File: config.mk
export PLATFORM = sky130hd
export DESIGN_NAME = uart_receiver
export DESIGN_NICKNAME = d
export VERILOG_FILES = /design/src/rtl/uart_receiver.sv
export SDC_FILE = /design/constraint.sdc
export NUM_CORES = 1
export LEC_CHECK = 0
export CAP_MARGIN = 10
export CORE_MARGIN = 3
export CORE_UTILIZATION = 37
export CTS_CLUSTER_SIZE = 16
export DETAILED_ROUTE_END_ITERATION = 16
export GPL_TIMING_DRIVEN = 0
export PLACE_DENSITY = 0.51
export SLEW_MARGIN = 0
export SYNTH_ARGS = -nofsm -noshare
export SYNTH_HDL_FRONTEND = slang
export SYNTH_SLANG_ARGS = --single-unit
File: constraint.sdc
create_clock -name clk -period 5.3 [get_ports clk]
set_input_delay 0.53 -clock clk [delete_from_list [all_inputs] [get_ports clk]]
set_output_delay 0.53 -clock clk [all_outputs]
set_load 0.05 [all_outputs]
File: src/rtl/uart_receiver.sv
// -----------------------------------------------------------------------------
// uart_receiver
//
// 8N1 UART receive path. RxD is brought into the clk domain through a two-flop
// synchronizer, sampled with OVERSAMPLE ticks per bit, and checked for a valid
// start bit (mid-bit low) and stop bit (mid-bit high). Each good byte is
// presented on `data` with a one-clock `data_valid` strobe; a low stop bit
// raises a one-clock `framing_error` instead, and the receiver then waits for
// the line to return high so a held-low break is not decoded as 0x00 frames.
//
// Parameters:
//   CLK_FREQ    system clock frequency in Hz
//   BAUD        line rate in bits/s (must match the transmitter)
//   OVERSAMPLE  sample ticks per bit; even and at least 8
//
// Ports:
//   clk            system clock
//   reset          synchronous, active-high reset
//   RxD            asynchronous serial input, idles high
//   data           last correctly received byte
//   data_valid     one-clock pulse when data updates
//   framing_error  one-clock pulse when the stop bit is sampled low
//   busy           high while a frame is in progress (any state but IDLE)
// -----------------------------------------------------------------------------
module uart_receiver #(
   parameter int CLK_FREQ   = 100_000_000,
   parameter int BAUD       = 9600,
   parameter int OVERSAMPLE = 16
) (
   input  logic       clk,
   input  logic       reset,
   input  logic       RxD,
   output logic [7:0] data,
   output logic       data_valid,
   output logic       framing_error,
   output logic       busy
);

   // Clock cycles per oversample tick, truncated (651 at the defaults).
   localparam int TICK_DIV = CLK_FREQ / (BAUD * OVERSAMPLE);
   localparam int TW       = (TICK_DIV > 1) ? $clog2(TICK_DIV) : 1;
   localparam int SW       = $clog2(OVERSAMPLE);

   localparam logic [TW-1:0] TICK_LAST = TW'(TICK_DIV - 1);
   localparam logic [SW-1:0] SAMP_MID  = SW'(OVERSAMPLE / 2 - 1);
   localparam logic [SW-1:0] SAMP_LAST = SW'(OVERSAMPLE - 1);

   typedef enum logic [2:0] {
      S_IDLE      = 3'd0,
      S_START     = 3'd1,
      S_DATA      = 3'd2,
      S_STOP      = 3'd3,
      S_WAIT_HIGH = 3'd4
   } state_t;

   // ---------------------------------------------------------------------------
   // Registers
   // ---------------------------------------------------------------------------
   logic          r_sync1;
   logic          r_sync2;       // rx_s: the only copy of the line used below
   state_t        r_state;
   logic [TW-1:0] r_tick_cnt;
   logic [SW-1:0] r_samp_cnt;
   logic [2:0]    r_bit_cnt;
   logic [7:0]    r_shift;
   logic [7:0]    r_data;
   logic          r_data_valid;
   logic          r_framing_error;

   // ---------------------------------------------------------------------------
   // Next-state / control wires
   // ---------------------------------------------------------------------------
   state_t w_next_state;
   logic   w_tick;
   logic   w_tick_clr;
   logic   w_samp_clr;
   logic   w_samp_inc;
   logic   w_bit_clr;
   logic   w_bit_inc;
   logic   w_shift_en;
   logic   w_load;
   logic   w_fe;

   assign w_tick = (r_tick_cnt == TICK_LAST);

   // ---------------------------------------------------------------------------
   // Input synchronizer. Both flops reset to the idle level so a reset never
   // looks like a start bit.
   // ---------------------------------------------------------------------------
   // NOTE: sequential state is always written with non-blocking (<=) so every
   // flop samples the pre-edge value of its source; with blocking (=) the
   // second synchronizer stage would collapse into the first.
   always_ff @(posedge clk) begin
      if (reset) begin
         r_sync1 <= 1'b1;
         r_sync2 <= 1'b1;
      end else begin
         r_sync1 <= RxD;
         r_sync2 <= r_sync1;
      end
   end

   // ---------------------------------------------------------------------------
   // Oversample tick generator. Free-running, but restarted on the detected
   // falling edge so every later mid-bit sample is measured from that edge.
   // ---------------------------------------------------------------------------
   always_ff @(posedge clk) begin
      if (reset) begin
         r_tick_cnt <= '0;
      end else if (w_tick_clr || w_tick) begin
         r_tick_cnt <= '0;
      end else begin
         r_tick_cnt <= r_tick_cnt + 1'b1;
      end
   end

   // ---------------------------------------------------------------------------
   // FSM state register
   // ---------------------------------------------------------------------------
   always_ff @(posedge clk) begin
      if (reset) begin
         r_state <= S_IDLE;
      end else begin
         r_state <= w_next_state;
      end
   end

   // ---------------------------------------------------------------------------
   // FSM next-state and control decode. The line is looked at only on the
   // mid-bit ticks (and continuously in IDLE / WAIT_HIGH, where we are
   // waiting for a level change).
   // ---------------------------------------------------------------------------
   // NOTE: every signal driven here gets a default before the case statement;
   // a path that left one unassigned would infer a latch.
   always_comb begin
      w_next_state = r_state;
      w_tick_clr   = 1'b0;
      w_samp_clr   = 1'b0;
      w_samp_inc   = 1'b0;
      w_bit_clr    = 1'b0;
      w_bit_inc    = 1'b0;
      w_shift_en   = 1'b0;
      w_load       = 1'b0;
      w_fe         = 1'b0;

      unique case (r_state)
         S_IDLE: begin
            if (!r_sync2) begin
               w_next_state = S_START;
               w_tick_clr   = 1'b1;
               w_samp_clr   = 1'b1;
            end
         end

         S_START: begin
            if (w_tick) begin
               if (r_samp_cnt == SAMP_MID) begin
                  if (!r_sync2) begin
                     w_next_state = S_DATA;
                     w_samp_clr   = 1'b1;
                     w_bit_clr    = 1'b1;
                  end else begin
                     // Line went back high before mid start bit: a glitch.
                     w_next_state = S_IDLE;
                  end
               end else begin
                  w_samp_inc = 1'b1;
               end
            end
         end

         S_DATA: begin
            if (w_tick) begin
               if (r_samp_cnt == SAMP_LAST) begin
                  w_shift_en = 1'b1;
                  w_samp_clr = 1'b1;
                  if (r_bit_cnt == 3'd7) begin
                     w_next_state = S_STOP;
                  end else begin
                     w_bit_inc = 1'b1;
                  end
               end else begin
                  w_samp_inc = 1'b1;
               end
            end
         end

         S_STOP: begin
            if (w_tick) begin
               if (r_samp_cnt == SAMP_LAST) begin
                  if (r_sync2) begin
                     w_load       = 1'b1;
                     w_next_state = S_IDLE;
                  end else begin
                     w_fe         = 1'b1;
                     w_next_state = S_WAIT_HIGH;
                  end
               end else begin
                  w_samp_inc = 1'b1;
               end
            end
         end

         S_WAIT_HIGH: begin
            // Hold off until the line recovers so a break is not read as
            // a stream of 0x00 frames.
            if (r_sync2) begin
               w_next_state = S_IDLE;
            end
         end

         default: begin
            w_next_state = S_IDLE;
         end
      endcase
   end

   // ---------------------------------------------------------------------------
   // Sample and bit counters
   // ---------------------------------------------------------------------------
   always_ff @(posedge clk) begin
      if (reset) begin
         r_samp_cnt <= '0;
         r_bit_cnt  <= '0;
      end else begin
         if (w_samp_clr) begin
            r_samp_cnt <= '0;
         end else if (w_samp_inc) begin
            r_samp_cnt <= r_samp_cnt + 1'b1;
         end

         if (w_bit_clr) begin
            r_bit_cnt <= '0;
         end else if (w_bit_inc) begin
            r_bit_cnt <= r_bit_cnt + 1'b1;
         end
      end
   end

   // ---------------------------------------------------------------------------
   // Data path: LSB-first shift register, output byte and status pulses.
   // ---------------------------------------------------------------------------
   always_ff @(posedge clk) begin
      if (reset) begin
         r_shift         <= '0;
         r_data          <= '0;
         r_data_valid    <= 1'b0;
         r_framing_error <= 1'b0;
      end else begin
         if (w_shift_en) begin
            r_shift <= {r_sync2, r_shift[7:1]};
         end
         if (w_load) begin
            r_data <= r_shift;
         end
         // w_load and w_fe come from exclusive branches of STOP, so these
         // two pulses can never coincide.
         r_data_valid    <= w_load;
         r_framing_error <= w_fe;
      end
   end

   assign data          = r_data;
   assign data_valid    = r_data_valid;
   assign framing_error = r_framing_error;
   assign busy          = (r_state != S_IDLE);

endmodule

==> key figures <==
Run status
  • Status: finished, final reports clean

STA
  • Fmax: between 400 and 500 MHz
  • RSZ-0062 raised after global routing: no
  • Final setup TNS: 0 ns
  • Worst-margin pin slew: 0.509 ns
  • Final hold vios: 0
  • Final setup fails: 0
  • Clock Skew: between 0.007 and 0.008 ns
  • Min Clock Period, post-route: 2.49 ns
  • Tcrit/Tclk final: a little under half
  • Slew headroom: around 66%
  • Max-slew violations: 0

Critical path
  • Setup crit start kind: flop
  • Total stage count of the critical path: 3
  • Buffer and inverter count on the worst path: 2
  • CP Cell Sequence: clkbuf_1 -> or3_1 -> clkdlybuf4s50_1
  • Worst reg2reg endpoint: r_state[1]
  • Endpoint class of the critical path: output pin
  • Setup CP Type: reg -> out
  • R2R cell count: 7
  • CP top delay family: buffers and inverters
  • Launching point of the worst reg2reg path: r_tick_cnt[0]
  • R2R setup slack: between 3 and 4 ns
  • Critical path's slowest cell: clkdlybuf4s50_1
  • Critical path peak fanout: 10
  • Worst Path Arrival: about 2 ns
  • Critical Path RT: 4.77 ns
  • Critical Path Max Stage Delay: approximately 0.79 ns

Logic synthesis
  • EDFF count, synth: 0
  • Net count after synthesis: 217
  • Synthesized flop and latch total: 40
  • Cells after synthesis: roughly 210
  • Warnings from Yosys: 0
  • Register area share after synthesis: between 40 and 50%
  • FFs w/ async S/R, synth: 0%
  • Synth top area share: 44.2%
  • Avg Cell Area, Syn: between 8 and 9 µm²
  • Synth cell types: 38
  • Synth area leaders: dfxtp_1 44%, nand4_1 6.9%, o21ai_0 5.8%
  • Post-Syn Area: approximately 1800 µm²
  • Post-synth top flop: dfxtp_1
  • Cell taking the most area after synthesis: dfxtp_1

GRT
  • Initial antenna violation count: 0
  • Pin count of the biggest net entering global routing: 12
  • All-layer global routing usage: 15.6%
  • First-pass GRT wire length: 7400 µm
  • Vias in the first global route: ~1600
  • Total grt overflow: 0

Floorplanning
  • Initial Util: 39.9%
  • Std cell rows: 24
  • DIE WIDTH: 76.0 µm
  • Io pins: 14
  • Die area: between 5000 and 6000 µm²
  • Core area: roughly 4500 µm²
  • Chip Height: roughly 76 µm

Placement
  • DP Area: a little over 2000 µm²
  • Port Buffers: 12
  • Final GP Congestion: 0.860
  • Hpwl dp: 2980 µm
  • Inst Count DP: around 290

CTS
  • Worst skew pair latency: 0.29 ns
  • CTS H-tree depth: 2
  • CTS tree: built
  • Clk slew on worst S/H paths: 0.08 ns
  • Root Buffer: clkbuf_8
  • Setup Fix Bufs, Post-CTS: 0
  • CTS Buf Count: 5
  • Clk buf depth: 2
  • Clock tree sinks: 40
  • Hold Buf Count CTS: 0
  • Post-CTS resize count: 0

Power
  • Total power: 535 µW
  • Flop pwr share: 57.1%
  • Peak VDD IR: about 0.00014 V
  • Leakage power: between 0.0007 and 0.0008 µW
  • Pwr per Cell Area: roughly 250 nW/µm²
  • Clk pwr share: 39.0%
  • Comb power frac: under 10%
  • Internal power: around 420 µW
  • Switching power share of the total: 22.2%
  • Psw: approximately 120 µW

Detailed routing
  • Wire per inst: ~14 µm
  • # DRC: 0
  • Router iterations before antenna repair: 4
  • Antenna viol nets, final: 0
  • Vias post-DR: between 1500 and 2000
  • Vias per cell: approximately 5.4
  • Drt total wl: around 4200 µm
  • Drt initial violations: just over 90

Hold path
  • Hold Crit Depth: 1
  • Hold endpoint: r_sync2
  • Worst hold path class: reg -> reg
  • HP Start: r_sync1

Final layout
  • Design Area, Final: between 2000 and 2500 µm²
  • Final core occ: approximately 46%
  • Ant diodes: 0
  • Final nets: approximately 240
  • Non-Filler Instances: 294
  • Share of post-route cells with drive strength above 1: 6.11%
  • Area grow syn2layout: 16.1%

Job
  • Maxcap violations: 0
cell type report:
| type | count | area (µm²) |
|---|---|---|
| fillers | 437 | 2430 |
| well taps | 65 | 81.3 |
| inverters | 4 | 15.0 |
| clock buffers | 8 | 90.1 |
| plain buffers | 16 | 72.6 |
| flip-flops and latches | 40 | 801 |
| repair buffers | 12 | 120 |
| multi-input cells | 149 | 922 |
sequential cells by signal, indices dropped and copies added (netlist names), 3 cells and up:
name	cells
data	8
r_shift	8
r_bit_cnt	3
r_tick_cnt	10
r_samp_cnt	4
r_state	3
layer usage:
metal / wire (µm) / GRT usage, %
met1: 2100 / 21.5
met2: 1770 / 22.4
met3: 234 / 4.15
met4: 82 / 7.61
met5: 0 / 0
cell usage in the layout (no fill, tap or decap), types with 2 or more instances in the layout:
cell type         n
o31ai_1           3
nor2_1           17
or2_2             2
a21oi_1          20
or4_1             3
nor2b_1           2
clkbuf_1         15
o21ai_0          21
nand4_1          20
clkdlybuf4s50_1  12
dfxtp_1          40
xnor2_1           5
ha_1              5
nand2_1           5
and3_1            6
xor2_1            3
a211oi_1          4
or3_1             5
nand3_1           8
inv_1             3
nor3_1            5
mux2i_1           2
clkbuf_8          6
cell usage after synthesis (2+ instances only):
master / instances
clkbuf_1: 13
or4_1: 3
a21oi_1: 20
or2_2: 2
mux2i_1: 2
and3_1: 6
nand3_1: 8
dfxtp_1: 40
nor3_1: 5
xnor2_1: 5
nand4_1: 20
inv_1: 3
o31ai_1: 3
or3_1: 5
a211oi_1: 4
o21ai_0: 21
nor2_1: 17
ha_1: 5
nor2b_1: 2
xor2_1: 3
nand2_1: 5
power by group through the flow:
stage	logic [µW]	registers [µW]	clock network [µW]
2_1_floorplan	15.0	312	0
3_3_place_gp	20.2	313	0
3_5_place_dp	20.7	313	0
4_1_cts	20.8	306	217
5_1_grt	23.3	306	230
6_report	20.6	306	209
cells by family after synthesis:
kind of cell	synth area share, %
flops	44.2
simple gates	25.4
xor+xnor	3.87
fa+ha+maj	3.46
buf+inv	4.84
mux	1.11
compound gates	17.1
worst max path at each step:
stage / from / to / slack [ns]
after floorplan: r_state[1] / r_samp_cnt[3] / 3.59
after global placement: r_state[0] / busy / 3.14
after detailed placement: r_state[0] / busy / 3.14
after CTS: r_state[0] / busy / 2.81
after global routing: r_state[0] / busy / 2.67
final: r_state[0] / busy / 2.81
stage by stage:
stage / hold WS, ns / setup WS, ns
floorplan: 0.389 / 3.59
global placement: 0.397 / 3.14
detailed placement: 0.401 / 3.14
CTS: 0.419 / 2.81
global route: 0.421 / 2.67
finish: 0.408 / 2.81
No activity file was read; power rests on OpenSTA's default activity.
